===== config.mk =====
export PLATFORM = sky130hd
export DESIGN_NAME = shift_add_mul8
export DESIGN_NICKNAME = d
export VERILOG_FILES = /design/src/rtl/shift_add_mul8_pkg.sv /design/src/rtl/shift_add_mul8_adder8.sv /design/src/rtl/shift_add_mul8.sv
export SDC_FILE = /design/constraint.sdc
export NUM_CORES = 1
export LEC_CHECK = 0
export CORE_ASPECT_RATIO = 1.1
export CORE_MARGIN = 5
export CORE_UTILIZATION = 50
export DETAILED_ROUTE_END_ITERATION = 10
export GPL_TIMING_DRIVEN = 0
export PLACE_DENSITY = 0.75
export SETUP_SLACK_MARGIN = 0.4
export SYNTH_ARGS = -nofsm -noshare
export SYNTH_HDL_FRONTEND = slang
export SYNTH_HIERARCHICAL = 1
export SYNTH_SLANG_ARGS = --single-unit

===== constraint.sdc =====
create_clock -name clk -period 2.7 [get_ports clk]
set_input_delay 0.405 -clock clk [delete_from_list [all_inputs] [get_ports clk]]
set_output_delay 0.405 -clock clk [all_outputs]
set_load 0.03 [all_outputs]

===== src/rtl/shift_add_mul8_pkg.sv =====
// Shared definitions for the sequential shift-and-add multiplier:
// the FSM state encoding and the operand width.
package shift_add_mul8_pkg;

  localparam int MUL_BITS = 8;

  typedef enum logic [1:0] {
    IDLE = 2'd0,
    CALC = 2'd1,
    DONE = 2'd2
  } state_t;

endpackage


===== src/rtl/shift_add_mul8_adder8.sv =====
// 8-bit adder/subtractor stage: carry_in doubles as the subtract select
// (b is inverted and the +1 comes in through carry_in).
module adder8 (
  input  logic [7:0] a,
  input  logic [7:0] b,
  input  logic       carry_in,
  output logic [7:0] sum,
  output logic       carry_out
);

  logic [7:0] b_eff;
  logic [8:0] full;

  always_comb begin
    b_eff = carry_in ? ~b : b;
    full  = {1'b0, a} + {1'b0, b_eff} + {8'b0, carry_in};
  end

  assign sum       = full[7:0];
  assign carry_out = full[8];

endmodule


===== src/rtl/shift_add_mul8.sv =====
// Sequential unsigned 8x8 -> 16 multiplier: one multiplier bit per cycle,
// accumulating through a single adder8, with valid/ready on both sides.
module shift_add_mul8
  import shift_add_mul8_pkg::*;
#(
  parameter bit ZERO_BYPASS = 1'b1
) (
  input  logic                  clk,
  input  logic                  rst,
  input  logic                  in_valid,
  output logic                  in_ready,
  input  logic [MUL_BITS-1:0]   a,
  input  logic [MUL_BITS-1:0]   b,
  output logic                  out_valid,
  input  logic                  out_ready,
  output logic [2*MUL_BITS-1:0] product,
  output logic                  busy
);

  state_t              state;
  logic [MUL_BITS-1:0] acc;
  logic [MUL_BITS-1:0] mq;
  logic [MUL_BITS-1:0] mcand;
  logic [2:0]          count;

  logic [MUL_BITS-1:0] add_b;
  logic [MUL_BITS-1:0] sum;
  logic                carry_out;
  logic [MUL_BITS-1:0] acc_next;
  logic [MUL_BITS-1:0] mq_next;

  assign add_b = mq[0] ? mcand : '0;

  // carry_in is the subtract select of adder8; this datapath only ever adds.
  adder8 u_adder8 (
    .a         (acc),
    .b         (add_b),
    .carry_in  (1'b0),
    .sum       (sum),
    .carry_out (carry_out)
  );

  // The adder's carry becomes the new acc MSB; acc LSB shifts into mq.
  assign {acc_next, mq_next} = {carry_out, sum, mq[MUL_BITS-1:1]};

  // NOTE: all state and outputs update with non-blocking assignments so every
  // register sees the pre-edge values of the others, independent of statement order.
  always_ff @(posedge clk) begin
    if (rst) begin
      state     <= IDLE;
      in_ready  <= 1'b1;
      out_valid <= 1'b0;
      busy      <= 1'b0;
      product   <= '0;
      acc       <= '0;
      mq        <= '0;
      mcand     <= '0;
      count     <= '0;
    end else begin
      case (state)
        IDLE: begin
          if (in_valid) begin
            mcand    <= a;
            mq       <= b;
            acc      <= '0;
            count    <= '0;
            in_ready <= 1'b0;
            busy     <= 1'b1;
            if (ZERO_BYPASS && (a == '0 || b == '0)) begin
              product   <= '0;
              out_valid <= 1'b1;
              state     <= DONE;
            end else begin
              state <= CALC;
            end
          end
        end

        CALC: begin
          acc   <= acc_next;
          mq    <= mq_next;
          count <= count + 3'd1;
          if (count == 3'(MUL_BITS - 1)) begin
            product   <= {acc_next, mq_next};
            out_valid <= 1'b1;
            state     <= DONE;
          end
        end

        DONE: begin
          // Product and out_valid hold here until the consumer takes them.
          if (out_ready) begin
            out_valid <= 1'b0;
            busy      <= 1'b0;
            in_ready  <= 1'b1;
            state     <= IDLE;
          end
        end

        default: begin
          out_valid <= 1'b0;
          busy      <= 1'b0;
          in_ready  <= 1'b1;
          state     <= IDLE;
        end
      endcase
    end
  end

endmodule

==> run_results.csv <==
group,metric,value,unit
finish,n_antenna_cell,0,
logic_synthesis,synth_area,2500,sq um
pwr,total_power,1840,uW
grt,initial_antenna_violation_count,0,
logic_synthesis,synthFlopType,"dfxtp_1",
sta,fin_hold_ws,0.453,ns
critical_path,cp_max_fo,7,
drt,wire_per_inst,15.4,um
critical_path,startpoint_type,"flip-flop",
sta,max_freq,430,MHz
finish,postLayoutCoreUtil,65.0,%
drt,route.detailed.drc,0,
logic_synthesis,synthDominantCellAreaShare,38.4,%
status,outcome,"complete, no violations",
placement,portBuffers,37,
clocking,clk_path_buf_depth,2,
clocking,path_clk_slew,0.08,ns
logic_synthesis,ys_ff_latch,48,
sta,slew_headroom,61.4,%
clocking,tritoncts_clock_tree,"done",
clocking,clock_tree.root_cell,"clkbuf_8",
sta,timing.final.crit_share,86.0,%
sta,worst_clock_skew,0.00515,ns
placement,place_hpwl,4400,um
finish,number_of_inserted_filler_cells_in_the_final_layout,422,
critical_path,setup.worst_path.end_class,"flip-flop",
drt,final_routed_wirelength,6060,um
clocking,cts_made_buffers,5,
critical_path,critical_path_required,2.87,ns
min_path,min_delay_worst_endpoint,"mcand[7]$_SDFFE_PP0P_",
drt,drt_iter0_drc,70,
logic_synthesis,synth_top_cells_by_area,"dfxtp_1, a21oi_1, a22oi_1, nand2_1, ha_1",
grt,global_route_wire_length_before_repair,9760,um
logic_synthesis,synthCells,282,
clocking,number_of_buffers_inserted_by_hold_repair_at_cts,0,
floorplan,floorplan_die_width,77.5,um
sta,setup_viol,0,
logic_synthesis,synthDistinctLibCells,46,
clocking,clk-insertion-delay-late,0.29,ns
critical_path,setup.worst_path.class,"flip-flop to flip-flop",
floorplan,core_area,4930,sq um
logic_synthesis,syn_area_per_cell,8.88,sq um
pwr,vdd_drop_max,449,uV
sta,grt_setup_unrepaired,"true",
grt,grt_max_degree,14,
critical_path,endpoint_of_the_worst_slack_reg_to_reg_timing_path,"product[15]$_SDFFE_PP0P_",
logic_synthesis,yosysMostFrequentCell,"dfxtp_1",
floorplan,floorplan.initialDensity,50.8,%
min_path,min_from,"mcand[7]$_SDFFE_PP0P_",
logic_synthesis,synth_warnings,6,
finish,nets,366,
logic_synthesis,mappedNetlistNets,312,
sta,worst_pin_slew,0.579,ns
pwr,cellLeakagePower,0.00124,uW
sta,final_max_slew_viol_count,0,
logic_synthesis,async_flop_share,0,%
pwr,pwr_density_cell,574,nW/um^2
grt,grt_pass1_vias,2043,
critical_path,cp_data_arrival_time,2.49,ns
sta,report.final.hold_viol_count,0,
critical_path,depth_of_the_worst_register_to_register_path,9,
clocking,cts_num_sinks,48,
floorplan,num_rows,27,
drt,detail-route-antenna-nets,0,
drt,vias_per_cell,5.64,
logic_synthesis,netlist.top_cell.by_area,"dfxtp_1",
critical_path,reg2reg_slack,0.38,ns
logic_synthesis,synth_enable_flop_cells,0,
logic_synthesis,synth_common_cells,"dfxtp_1, a21oi_1, nand2_1",
placement,globalplace.congestion,0.921,
logic_synthesis,ys_seq_area_share,38.4,%
drt,detailroute.via_count,2218,
clocking,h-tree-depth,2,
critical_path,timing.rr.start,"mq[0]$_SDFFE_PP0P_",
min_path,min-delay-path-class,"flip-flop to flip-flop",
finish,post_route_cells_drive_above_1_share,19.1,%
grt,track_usage,18.4,%
drt,drt-pass1-iter-count,4,
sta,tns,0,ns
sta,post-route-min-period,2.32,ns
min_path,hold_depth,2,
floorplan,fp.dieH,84.2,um
floorplan,floorplan.die_area,6520,sq um
finish,syn2layout_area_growth,28.1,%
grt,overflow,0,
floorplan,ioPinCount,39,
run,max_cap_viol_count,0,
[final cells by class]
class                   count  area [sq um]  share of cell area (%)
multi-input cells         208          1450                    45.1
flip-flops and latches     48           965                    30.1
repair buffers             47           445                    13.9
plain buffers              21           160                    4.99
well taps                  58          72.6                    2.26
clock buffers               5          68.8                    2.15
clock inverters             1          30.0                   0.936
inverters                   5          18.8                   0.585
[kinds of logic (layout without fill, tap and decap cells)]
kind of cell	Yosys count	after routing	synth area share, %
flip-flops	48	48	38.4
adder cells (fa/ha/maj)	10	10	5.30
buffers and inverters	26	79	7.15
other	1	1	0.150
XOR/XNOR	12	12	4.20
AND/OR/NAND/NOR	88	88	18.1
AO/OA/AOI/OAI	95	95	25.5
multiplexers	2	2	1.15
[worst max path at each step]
stage	cells after the start	endpoint	slack, ns	start
after global placement	10	product[13]$_SDFFE_PP0P_	0.28	mq[0]$_SDFFE_PP0P_
final	9	product[15]$_SDFFE_PP0P_	0.38	mq[0]$_SDFFE_PP0P_
after CTS	9	product[13]$_SDFFE_PP0P_	0.38	mq[0]$_SDFFE_PP0P_
after floorplan	9	product[13]$_SDFFE_PP0P_	0.54	mq[0]$_SDFFE_PP0P_
after global routing	10	acc[5]$_SDFFE_PP0P_	0.26	mq[0]$_SDFFE_PP0P_
after detailed placement	10	product[13]$_SDFFE_PP0P_	0.24	mq[0]$_SDFFE_PP0P_
[layout by cell type, fill, tap and decap left out, types with 3 or more instances in the layout]
cell type / n
a21oi_2: 4
nor2_1: 19
ha_1: 9
a211oi_1: 8
xor2_1: 8
nand3_1: 10
inv_1: 4
buf_2: 4
a21oi_1: 33
buf_6: 7
nor4_1: 4
buf_4: 12
a22oi_1: 20
clkbuf_8: 5
o21a_1: 3
clkdlybuf4s50_1: 37
dfxtp_1: 47
nand2_1: 33
a31oi_1: 8
and2_1: 6
a22oi_2: 3
clkbuf_1: 7
[per-stage QoR]
step / cell area [sq um] / cells / setup slack, ns
2_1_floorplan: 2500 / 282 / 0.537
3_3_place_gp: 2950 / 377 / 0.280
3_5_place_dp: 2950 / 377 / 0.245
4_1_cts: 3110 / 388 / 0.383
5_1_grt: 3210 / 393 / 0.262
6_report: 3210 / 393 / 0.377
[what timing repair did]
| action | 4_1_cts | 5_1_grt |
|---|---|---|
| setup buffers | 5 | 5 |
| gates resized for setup | 7 | 13 |
| setup endpoints to repair | 5 | 7 |
| pin swaps | 10 | 14 |
[power breakdown]
group	switching, uW	internal, uW	leakage [uW]
combinational	309	248	0.000797
clock	221	266	0.0000501
sequential	36.6	760	0.000392
[per-layer routing]
metal / part of all wire [%] / wire length (um) / up-vias / track usage [%]
met1: 41 / 2510 / 1033 / 22.1
met4: 1.8 / 110 / 0 / 5.94
met2: 52 / 3180 / 53 / 32.0
met5: 0 / 0 / - / 0
li1: - / - / 1120 / -
met3: 4.4 / 266 / 12 / 4.51
[flip-flops by register name (all words and copies together) (netlist names)]
name / count
mcand: 8
out_valid: 1
state: 2
in_ready: 1
acc: 8
mq: 8
product: 16
busy: 1
count: 3
[critical path, stage by stage (launching register included)]
cell,delay (ns)
dfxtp_4,0.37
and2_1,0.17
mux2i_2,0.25
fa_2,0.30
nor2b_4,0.05
o31a_1,0.27
o31a_1,0.29
o22a_1,0.26
a31oi_1,0.19
a211oi_2,0.04
(Power assumes the default switching activity.)
